## src/rtl/pollard_sequencer_if.sv

```systemverilog
// Handshake bundle between pollard_sequencer and its environment: start/boundary registers,
// prime ROM, exponent_finder, modexp datapath, plus status and a debug view of the FSM state.
interface pollard_sequencer_if #(
  parameter int ADDR_W = 6
);
  // Handshakes: ef_input_enable is a level request held until ef_ready is sampled high, and
  // ef_exponent is valid only in that cycle. mx_start and mx_done are single-cycle pulses.
  // start is a single-cycle pulse. The ROM answers prime_addr with prime_data one cycle later.
  logic              start;
  logic [7:0]        boundary;
  logic [ADDR_W-1:0] prime_addr;
  logic [8:0]        prime_data;
  logic              ef_input_enable;
  logic [8:0]        ef_base;
  logic [7:0]        ef_boundary;
  logic [7:0]        ef_exponent;
  logic              ef_ready;
  logic              mx_start;
  logic [8:0]        mx_power;
  logic              mx_done;
  logic              busy;
  logic              done;
  logic [ADDR_W:0]   primes_done;
  logic              error;
  logic [2:0]        dbg_state;

  modport master (
    input  start, boundary, prime_data, ef_exponent, ef_ready, mx_done,
    output prime_addr, ef_input_enable, ef_base, ef_boundary, mx_start, mx_power,
           busy, done, primes_done, error, dbg_state
  );

  modport slave (
    output start, boundary, prime_data, ef_exponent, ef_ready, mx_done,
    input  prime_addr, ef_input_enable, ef_base, ef_boundary, mx_start, mx_power,
           busy, done, primes_done, error, dbg_state
  );
endinterface

```

## src/rtl/pollard_sequencer.sv

```systemverilog
// Stage-1 Pollard p-1 sequencer: walks the prime table, asks exponent_finder for e, issues e modexp ops.
// Define SEQ_TIMEOUT_EN to add a watchdog on the FIND and WAIT_MX waits that raises error.
module pollard_sequencer #(
  parameter int ADDR_W  = 6,
  parameter int TIMEOUT = 255
) (
  input  logic                clk,
  input  logic                reset,
  pollard_sequencer_if.master bus
);
  typedef enum logic [2:0] {
    IDLE    = 3'd0,
    FETCH   = 3'd1,
    LOAD    = 3'd2,
    CHECK   = 3'd3,
    FIND    = 3'd4,
    POWER   = 3'd5,
    WAIT_MX = 3'd6,
    DONE    = 3'd7
  } state_t;

  localparam logic [ADDR_W-1:0] LAST_ADDR = '1;

  state_t     state;
  logic [7:0] count;
  logic       at_last;
  logic       reject;
  logic       advance;

  assign bus.dbg_state = state;
  assign at_last       = (bus.prime_addr == LAST_ADDR);
  assign reject        = (bus.ef_base == 9'd0) || (bus.ef_base > {1'b0, bus.ef_boundary});

  // A prime is finished either with a zero exponent or after its last modexp completes.
  assign advance = ((state == FIND) && bus.ef_ready && (bus.ef_exponent == 8'd0)) ||
                   ((state == WAIT_MX) && bus.mx_done && (count == 8'd1));

`ifdef SEQ_TIMEOUT_EN
  localparam logic [7:0] WD_LAST = 8'(TIMEOUT - 1);
  logic [7:0] wd;
  logic       wd_expired;
  assign wd_expired = (wd == WD_LAST);
`endif

  always_ff @(posedge clk or posedge reset) begin
    if (reset) begin
      state               <= IDLE;
      count               <= '0;
      bus.prime_addr      <= '0;
      bus.ef_input_enable <= 1'b0;
      bus.ef_base         <= '0;
      bus.ef_boundary     <= '0;
      bus.mx_start        <= 1'b0;
      bus.mx_power        <= '0;
      bus.busy            <= 1'b0;
      bus.done            <= 1'b0;
      bus.primes_done     <= '0;
      bus.error           <= 1'b0;
`ifdef SEQ_TIMEOUT_EN
      wd                  <= '0;
`endif
    end else begin
      bus.mx_start <= 1'b0;
      bus.done     <= 1'b0;
`ifdef SEQ_TIMEOUT_EN
      // Only FIND and WAIT_MX count; every other state parks the watchdog at zero.
      wd <= '0;
`endif
      case (state)
        IDLE: begin
          if (bus.start) begin
            bus.ef_boundary <= bus.boundary;
            bus.primes_done <= '0;
            bus.error       <= 1'b0;
            bus.prime_addr  <= '0;
            bus.busy        <= 1'b1;
            state           <= FETCH;
          end
        end
        FETCH: state <= LOAD;
        LOAD: begin
          bus.ef_base  <= bus.prime_data;
          bus.mx_power <= bus.prime_data;
          state        <= CHECK;
        end
        CHECK: begin
          if (reject) begin
            bus.done <= 1'b1;
            state    <= DONE;
          end else begin
            bus.ef_input_enable <= 1'b1;
            state               <= FIND;
          end
        end
        FIND: begin
          if (bus.ef_ready) begin
            bus.ef_input_enable <= 1'b0;
            count               <= bus.ef_exponent;
            if (bus.ef_exponent != 8'd0) begin
              bus.mx_start <= 1'b1;
              state        <= POWER;
            end
          end
`ifdef SEQ_TIMEOUT_EN
          else if (wd_expired) begin
            bus.ef_input_enable <= 1'b0;
            bus.error           <= 1'b1;
            bus.done            <= 1'b1;
            state               <= DONE;
          end else begin
            wd <= wd + 8'd1;
          end
`endif
        end
        POWER: state <= WAIT_MX;
        WAIT_MX: begin
          if (bus.mx_done) begin
            count <= count - 8'd1;
            if (count != 8'd1) begin
              bus.mx_start <= 1'b1;
              state        <= POWER;
            end else begin
              bus.primes_done <= bus.primes_done + 1'b1;
            end
          end
`ifdef SEQ_TIMEOUT_EN
          else if (wd_expired) begin
            bus.error <= 1'b1;
            bus.done  <= 1'b1;
            state     <= DONE;
          end else begin
            wd <= wd + 8'd1;
          end
`endif
        end
        DONE: begin
          bus.busy <= 1'b0;
          state    <= IDLE;
        end
        default: state <= IDLE;
      endcase

      // The table never wraps: the last entry ends the sequence.
      if (advance) begin
        if (at_last) begin
          bus.done <= 1'b1;
          state    <= DONE;
        end else begin
          bus.prime_addr <= bus.prime_addr + 1'b1;
          state          <= FETCH;
        end
      end
    end
  end
endmodule

```

## src/flat_wrapper.sv

```systemverilog
// flat-port wrapper written by rule: the top's interface ports become plain ports
module pollard_sequencer_flat 
#(
  parameter int ADDR_W  = 6,
  parameter int TIMEOUT = 255
)
  (clk, reset, bus_start, bus_boundary, bus_prime_data, bus_ef_exponent, bus_ef_ready, bus_mx_done, bus_prime_addr, bus_ef_input_enable, bus_ef_base, bus_ef_boundary, bus_mx_start, bus_mx_power, bus_busy, bus_done, bus_primes_done, bus_error, bus_dbg_state);
  pollard_sequencer_if #(.ADDR_W(ADDR_W)) bus_i ();
  input  logic clk;
  input  logic reset;
  input wire logic [$bits(bus_i.start)-1:0] bus_start;
  input wire logic [$bits(bus_i.boundary)-1:0] bus_boundary;
  input wire logic [$bits(bus_i.prime_data)-1:0] bus_prime_data;
  input wire logic [$bits(bus_i.ef_exponent)-1:0] bus_ef_exponent;
  input wire logic [$bits(bus_i.ef_ready)-1:0] bus_ef_ready;
  input wire logic [$bits(bus_i.mx_done)-1:0] bus_mx_done;
  output wire logic [$bits(bus_i.prime_addr)-1:0] bus_prime_addr;
  output wire logic [$bits(bus_i.ef_input_enable)-1:0] bus_ef_input_enable;
  output wire logic [$bits(bus_i.ef_base)-1:0] bus_ef_base;
  output wire logic [$bits(bus_i.ef_boundary)-1:0] bus_ef_boundary;
  output wire logic [$bits(bus_i.mx_start)-1:0] bus_mx_start;
  output wire logic [$bits(bus_i.mx_power)-1:0] bus_mx_power;
  output wire logic [$bits(bus_i.busy)-1:0] bus_busy;
  output wire logic [$bits(bus_i.done)-1:0] bus_done;
  output wire logic [$bits(bus_i.primes_done)-1:0] bus_primes_done;
  output wire logic [$bits(bus_i.error)-1:0] bus_error;
  output wire logic [$bits(bus_i.dbg_state)-1:0] bus_dbg_state;
  assign bus_i.start = bus_start;
  assign bus_i.boundary = bus_boundary;
  assign bus_i.prime_data = bus_prime_data;
  assign bus_i.ef_exponent = bus_ef_exponent;
  assign bus_i.ef_ready = bus_ef_ready;
  assign bus_i.mx_done = bus_mx_done;
  assign bus_prime_addr = bus_i.prime_addr;
  assign bus_ef_input_enable = bus_i.ef_input_enable;
  assign bus_ef_base = bus_i.ef_base;
  assign bus_ef_boundary = bus_i.ef_boundary;
  assign bus_mx_start = bus_i.mx_start;
  assign bus_mx_power = bus_i.mx_power;
  assign bus_busy = bus_i.busy;
  assign bus_done = bus_i.done;
  assign bus_primes_done = bus_i.primes_done;
  assign bus_error = bus_i.error;
  assign bus_dbg_state = bus_i.dbg_state;
  pollard_sequencer #(.ADDR_W(ADDR_W), .TIMEOUT(TIMEOUT)) u_core (.clk(clk), .reset(reset), .bus(bus_i));
endmodule
```

## config.mk

```make
export PLATFORM = sky130hd
export DESIGN_NAME = pollard_sequencer_flat
export DESIGN_NICKNAME = d
export VERILOG_FILES = /design/src/rtl/pollard_sequencer_if.sv /design/src/rtl/pollard_sequencer.sv /design/src/flat_wrapper.sv
export SDC_FILE = /design/constraint.sdc
export NUM_CORES = 1
export LEC_CHECK = 0
export CORE_MARGIN = 1
export CORE_UTILIZATION = 47
export DETAILED_ROUTE_END_ITERATION = 7
export PLACE_DENSITY = 0.8
export SYNTH_ARGS = -nofsm -noshare
export SYNTH_HDL_FRONTEND = slang
export SYNTH_SLANG_ARGS = --single-unit
```

## constraint.sdc

```tcl
create_clock -name clk -period 2.8 [get_ports clk]
set_input_delay 0.56 -clock clk [delete_from_list [all_inputs] [get_ports clk]]
set_output_delay 0.56 -clock clk [all_outputs]
set_load 0.01 [all_outputs]
```

Word-level counts from Yosys, hierarchy flattened
Cells that the tools add are included.

Add/subtract/negate cells: 3. Order comparisons: 1. Equality and inequality tests: 20. Muxes and demuxes: 34. Reductions and logical operators: 20.

Operators with widths (number): 6-bit 2-to-1 mux (4); 3-bit case mux with 8 select lines (1); 3-bit 2-to-1 mux (7); 7-bit 2-to-1 mux (3); 8-bit 2-to-1 mux (2); 8-bit case mux with 2 select lines (1); 3-bit by 2-bit inequality test with 1-bit output, second input constant (5); 7-bit case mux with 2 select lines (1); 3-bit == test, second input constant (4); 1-bit 2-to-1 mux (11); 2-bit inequality test, second input constant (5); 9-bit by 8-bit greater-than comparator with 1-bit output (1); 9-bit zero test (1); 8-bit by 1-bit == test with 1-bit output, second input constant (1); 8-bit zero test (1); 8-bit by 1-bit inequality test with 1-bit output, second input constant (1); 2-bit nonzero test (4); 8-bit nonzero test (1); 8-bit by 1-bit subtractor with 8-bit output, second input constant (1); 7-bit by 1-bit adder with 7-bit output, second input constant (1); 6-bit by 1-bit adder with 6-bit output, second input constant (1); 3-bit by 2-bit == test with 1-bit output, second input constant (2); 6-bit == test, second input constant (1); 1-bit case mux with 2 select lines (3); 9 further kinds (15).

Register bits after elaboration: 45. Logic and storage cells: 88.

Logic depth before layout (Yosys ltp)
Depth after elaboration: 6. Gate-level depth with buffers: 8. Gate-level depth less buffers: 7.

Worst setup path before layout
No wires, ideal clock.

Path kind: input port to flip-flop. From: in bus_ef_exponent[1]. To: reg u_core.bus.prime_addr[2]. Library setup time: 0.124 ns. Arrival: 1.796 ns. Required time: 2.676 ns. Slack: 0.880 ns. Stages on the path: 6. Buffers on the path: 1. Cells stage by stage: nor4_1 -> and4_1 -> nor2_1 -> buf_2 -> mux2i_1 -> a211o_1.

Word-level cells in the longest chain between the ends: 4.

RTL lines: start: declaration (line flat_wrapper.sv:14) `input wire logic [$bits(bus_i.ef_exponent)-1:0] bus_ef_exponent;`; 8-bit zero test (line pollard_sequencer.sv:35) `assign advance = ((state == FIND) && bus.ef_ready && (bus.ef_exponent == 8'd0)) ||`; 1-bit logical AND (line pollard_sequencer.sv:35); 1-bit logical OR (line pollard_sequencer.sv:35); 6-bit 2-to-1 mux (line pollard_sequencer.sv:144) `if (advance) begin`; end signal: assignment (line pollard_sequencer.sv:149) `bus.prime_addr <= bus.prime_addr + 1'b1;`; end: declaration (line pollard_sequencer_if.sv:29) `output prime_addr, ef_input_enable, ef_base, ef_boundary, mx_start, mx_power,`.

No other way between the ends. A chain may end at the register's enable or synchronous reset.

Final worst setup path
From: in bus_ef_exponent[1]. To: reg u_core.bus.prime_addr[5].

The elaborated chain is that of the path after synthesis.

==> summary.md <==
| Metric | Value |
|---|---|
| CTS tree | `built` |
| Worst Path Max Fanout | `6` |
| Area of the die | `5750 um2` |
| Number of synthesized flops with an enable pin | `0` |
| Skew final | `9.62 ps` |
| WP data arrival | `2540 ps` |
| First-pass GRT wire length | `9080 um` |
| R2r worst-path depth | `7` |
| FF+latch count, synth | `45` |
| Cell accounting for the most synthesized area | `dfrtp_1` |
| WP data required | `2970 ps` |
| Top FF cell, synth | `dfrtp_1` |
| Drt wl/cell | `14.2 um` |
| P_leak | `1.43 nW` |
| Max Root-Sink Buffers | `2` |
| Hold buffers post-CTS | `0` |
| Clk sinks | `45` |
| Yosys Warn Count | `0` |
| Initial Util | `0.495` |
| CTS root buf | `clkbuf_8` |
| Minimum clock period | `2370 ps` |
| RSZ-0062 raised after global routing | `no` |
| Post-CTS sizing | `0` |
| Total CTS buffers | `5` |
| Mapped Cells | `276` |
| Die width | `75.8 um` |
| Filler cells | `419` |
| Ant diodes | `0` |
| DR pass1 iterations | `4` |
| Fmax achieved | `421 MHz` |
| VDD IR max | `0.398 mV` |
| Fin worst setup slack | `426 ps` |
| Port bufs | `75` |
| Core Box Area | `5170 um2` |
| Post-synth net total | `318` |
| Crit path launch type | `primary input` |
| Max-cap violation count | `0` |
| Final setup vio count | `0` |
| Setup CP Type | `in2reg` |
| 1st-iter DRT viols | `72` |
| Vias in the first global route | `2002` |
| Commonest cells after routing, fill and taps aside | `clkdlybuf4s50_1, dfrtp_1, o21ai_0, nand2_1, nor2_1` |
| Final Cell Area | `3390 um2` |
| Commonest non-fill, non-tap cell in the layout | `clkdlybuf4s50_1` |
| Clock slew at reported path FFs | `80 ps` |
| DP Worst Slack | `123 ps` |
| Final nets | `383` |
| GRT Overall Usage | `0.209` |
| Mean Syn Cell Area | `9.28 um2` |
| Status | `complete, no violations` |
| Share of layout cells above drive strength 1 | `0.0877` |
| Final Cycle Share | `0.848` |
| Synth cell types | `51` |
| Synth top area cells | `dfrtp_1, ha_1, o21ai_0` |
| Final WL | `5840 um` |
| Final Hold Viols | `0` |
| Min-Delay Path Depth | `2` |
| Die Height | `75.8 um` |
| Initial antenna violation count | `0` |
| Largest net degree at the start of global routing | `25` |
| Slew @ Worst Pin | `938 ps` |
| Max-slew violations | `0` |
| I/O Pins | `77` |
| Area share of the largest cell type after synthesis | `0.439` |
| CTS H-tree lvls | `2` |
| Grt total ovfl | `0` |
| # rows | `26` |
| Ys async rst share | `1.00` |
| Mapped Area | `2560 um2` |
| Vias per cell | `5.38` |
| Crit end category | `flop` |
| DRC violations left | `0` |
| Placed inst area | `3310 um2` |
| TNS Setup | `0 ps` |
| Area Overhead vs Synth | `32.3%` |
| DP Wirelength | `4480 um` |
| Relative slew margins | `0.370` |
| Antenna-violating nets left | `0` |
| Post-CTS Setup Inserts | `0` |
| Clock latency on the worst-skew pair | `300 ps` |
| Power density cells | `940 nW/um2` |
| HP Class | `reg2reg` |
| Vias post-DR | `2216` |
| Hold_ws | `530 ps` |
| Sequential element share of the synthesized area | `0.439` |
| Gpl congestion | `0.902` |
## per-stage QoR
step	power (mW)	instances	utilization
2_1_floorplan	2.16	276	-
3_3_place_gp	2.75	404	0.640
3_5_place_dp	2.81	404	0.640
4_1_cts	3.20	412	0.656
5_1_grt	3.44	412	0.656
6_report	3.19	412	0.656
## flip-flops by register name (all words and copies together) (netlist names)
register and cells:
u_core.bus.ef_base 9, u_core.bus.ef_boundary 8, u_core.count 8, u_core.bus.primes_done 7, u_core.bus.prime_addr 6, u_core.bus.dbg_state 3
u_core.bus.busy 1, u_core.bus.done 1, u_core.bus.ef_input_enable 1, u_core.bus.mx_start 1
## path summary, 6_finish.rpt
check | startpoint | to | slack, ps
max | bus_ef_exponent[1] | u_core.bus.prime_addr[5] | 430
min reg2reg | u_core.bus.ef_boundary[0] | u_core.bus.ef_boundary[0] | 530
min in group asynchronous | reset | u_core.bus.ef_boundary[4] | 630
min | u_core.bus.ef_boundary[0] | u_core.bus.ef_boundary[0] | 530
max reg2reg | u_core.count[1] | u_core.bus.prime_addr[5] | 610
max in group asynchronous | reset | u_core.bus.prime_addr[0] | 1610
## cells in the mapped netlist, types with 2 or more instances
master / count
clkbuf_1: 8
nor4_1: 6
and3_1: 2
nor3b_1: 4
or3_1: 4
mux2i_1: 2
a2bb2oi_1: 2
buf_6: 2
buf_4: 10
nor2b_1: 2
dfrtp_1: 45
xor2_1: 3
nand2_1: 28
inv_1: 16
nor3_1: 9
nand3_1: 10
ha_1: 12
and2_1: 3
nand2b_1: 2
a21oi_1: 16
nor2_1: 22
nand4_1: 2
mux2_2: 9
o21ai_0: 29
a22oi_1: 2
## area by class of cell
type	instances	area [um2]	share of cell area
multi-input combinational	193	1230	0.364
inverter	16	60.1	0.0177
timing repair buffer	80	801	0.236
clock inverter	2	10.0	0.00295
tap	70	87.6	0.0258
sequential	45	1130	0.332
clock buffer	6	72.6	0.0214
## power by group
| part | internal (mW) | switching, mW | total (mW) |
|---|---|---|---|
| clock network | 0.173 | 0.215 | 0.388 |
| logic | 0.874 | 0.748 | 1.62 |
| registers | 0.882 | 0.294 | 1.18 |
| total | 1.93 | 1.26 | 3.19 |
## critical path, cell delays in order
cell and delay [ps]:
clkdlybuf4s50_1 420, nor4_1 440, and4_1 390, nor2_1 150
and3_1 190, or4_1 390
## kinds of logic after synthesis
family,Yosys count,synth area share
fa+ha+maj,12,0.0586
compound gates,65,0.155
simple gates,101,0.207
flops,45,0.439
mux,11,0.0474
buf+inv,38,0.0811
other cells,1,0.00146
xor+xnor,3,0.0103
## metal layers
| layer | up-vias | part of all wire | GRT usage |
|---|---|---|---|
| li1 | 1093 | - | - |
| met1 | 1032 | 0.45 | 0.276 |
| met2 | 84 | 0.45 | 0.334 |
| met3 | 7 | 0.081 | 0.0529 |
| met4 | 0 | 0.015 | 0.0720 |
| met5 | - | 0 | 0 |
Power figures use the tool's default switching activity.
==> edit, RTL diff (same flow settings) <==
The option `SEQ_TIMEOUT_EN` is turned on by a define.
--- a/src/rtl/pollard_sequencer.sv
+++ b/src/rtl/pollard_sequencer.sv
@@ -2,2 +2,4 @@
 // Define SEQ_TIMEOUT_EN to add a watchdog on the FIND and WAIT_MX waits that raises error.
+`define SEQ_TIMEOUT_EN
+
 module pollard_sequencer #(
Function: no difference found for any inputs over 10 cycles, from zero or initial values and one cycle with reset high; that may be too few to reach the edited logic, so the function may still have changed.
==> edit against the unedited design <==
  * Power increased by 14%
  * Synthesized area is 18% higher
  * Sequential cell count increased by 9
  * Synthesized cell count rose by 16%
  * Design area rose by 15%
  * Wire length grew 20%
  * Setup slack better by 0.17 ns
  * Hold slack lost 0.029 ns
  * Maximum frequency increased by 7.5%
  * First-iteration DRC count up 81%
  * Non-clock buffer count grew 2
  * Largest cell class unchanged
==> edit: results (changes against the unedited design) <==
\begin{tabular}{lr}
\hline
Metric & Value \\
\hline
\multicolumn{2}{l}{\textbf{Status}} \\
Status & complete, no violations \\
\multicolumn{2}{l}{\textbf{Worst setup path}} \\
Cell count of the worst reg-to-reg path & 6 (-1) \\
Maximum cell stage delay along the critical path & 0.69 ns (+0.25 ns) \\
Master of the slowest instance on the critical path & dfrtp\_1 \\
Worst endpoint data arrival time & 1.65 ns (-0.89 ns) \\
Cell family with most CP delay & flip-flops \\
Maximum fanout along the worst path & 16 (+10) \\
\multicolumn{2}{l}{\textbf{Logic synthesis}} \\
Leading post-synthesis cells by instance count & dfrtp\_1 (54), nand2\_1 (37), o21ai\_0 (30) \\
Synth area leaders & dfrtp\_1 (45\%), ha\_1 (5.8\%), o21ai\_0 (5.0\%) \\
Count of distinct cell types in the synthesized netlist & 54 (+5.9\%) \\
Mean cell area of the mapped netlist & 9.44 sq um (+1.7\%) \\
Total nets after synthesis & 363 (+14\%) \\
Portion of the post-synthesis area used by sequential elements & 44.9\% (+0.91 points) \\
\multicolumn{2}{l}{\textbf{Route}} \\
Met2 wire len & 3510 microns (+32\%) \\
Metal1 wirelength & 3120 microns (+19\%) \\
Routed len/inst & 15.0 microns (+6.0\%) \\
Initial drt markers & 130 (+81\%) \\
Routed length on met3 & 292 microns (-38\%) \\
Total number of vias & 2536 (+14\%) \\
\multicolumn{2}{l}{\textbf{GRT}} \\
Met2 usage & 37.6\% (+4.2 points) \\
M1 GR Usage & 29.6\% (+2.0 points) \\
Wire length of the first global-routing pass & 11500 microns (+26\%) \\
GR Layer Usage met3 & 4.22\% (-1.1 points) \\
Antenna violations before repair & 0 (unchanged) \\
Total routing resource utilization after global routing & 22.5\% (+1.6 points) \\
Largest net degree at the start of global routing & 24 (-4.0\%) \\
\multicolumn{2}{l}{\textbf{Timing}} \\
Relative slew slack & 63.9\% (+27 points) \\
Worst clock skew & 0.00900 ns (-0.000625 ns) \\
\multicolumn{2}{l}{\textbf{Place}} \\
Weighted congestion reported at the end of routability-driven placement & 0.813 (-9.8\%) \\
Cells after DPL & 457 (+13\%) \\
Count of port buffers added during placement & 76 (+1.3\%) \\
HPWL after detailed placement & 5330 microns (+19\%) \\
\multicolumn{2}{l}{\textbf{Layout}} \\
Nets & 433 (+13\%) \\
Proportion of layout cells with a drive suffix above 1 & 8.72\% (-0.054 points) \\
Cell Count, Final, Fillers Out & 465 (+13\%) \\
\multicolumn{2}{l}{\textbf{CTS}} \\
H-tree lvl count & 2 (unchanged) \\
\multicolumn{2}{l}{\textbf{Power}} \\
P\_sw & 1420 uW (+13\%) \\
Highest ir drop seen on vdd & 0.000471 V (+18\%) \\
Leakage power of the design & 0.00169 uW (+19\%) \\
\multicolumn{2}{l}{\textbf{Worst hold path}} \\
Worst hold path stage count & 1 (-1) \\
\hline
\end{tabular}
## edit: worst paths after layout
path,startpoint,endpoint,slack [ns]
min,u_core.bus.error,u_core.bus.error,0.50
min in group asynchronous,reset,u_core.bus.ef_boundary[6],0.57
max,u_core.bus.dbg_state[2],bus_dbg_state[2],0.59
min reg2reg,u_core.bus.error,u_core.bus.error,0.50
max reg2reg,u_core.bus.ef_base[4],u_core.bus.dbg_state[1],0.70
max in group asynchronous,reset,u_core.bus.mx_start,1.60
## edit: final cells by class
class	instances	area, sq um
clock buffers	6	72.6
clock inverters	2	37.5
fillers	509	2150
inverters	17	63.8
multi-input cells	229	1480
flip-flops and latches	54	1350
well taps	75	93.8
repair buffers	82	806
## edit: cell families (layout without fill, tap and decap cells)
kind of cell    after synthesis  count (layout)  synth area share [%]
compound gates               72              72                  14.7
xor+xnor                     12              12                  3.49
fa+ha+maj                    14              14                  5.81
buf+inv                      36             107                  5.94
flops                        54              54                  44.9
mux                          10              10                  3.65
simple gates                121             121                  21.5
## edit: per-stage QoR
step / hold slack, ns / setup WS, ns / total power [uW] / util, % / cell area (sq um)
after detailed placement: 0.467 / 0.422 / 3130 / 62.7 / 3800
after global routing: 0.520 / 0.501 / 3940 / 64.5 / 3910
after global placement: 0.475 / 0.507 / 3070 / 62.7 / 3800
after CTS: 0.503 / 0.576 / 3670 / 64.5 / 3910
after floorplan: 0.490 / 0.925 / 2420 / - / 3010
final: 0.502 / 0.592 / 3650 / 64.5 / 3910
## edit: power by group through the flow
stage	clock network, uW	logic, uW	registers, uW
floorplan	0	1070	1350
global placement	0	1710	1360
detailed placement	0	1760	1380
CTS	544	1770	1360
finish	526	1760	1360
global route	578	1950	1410
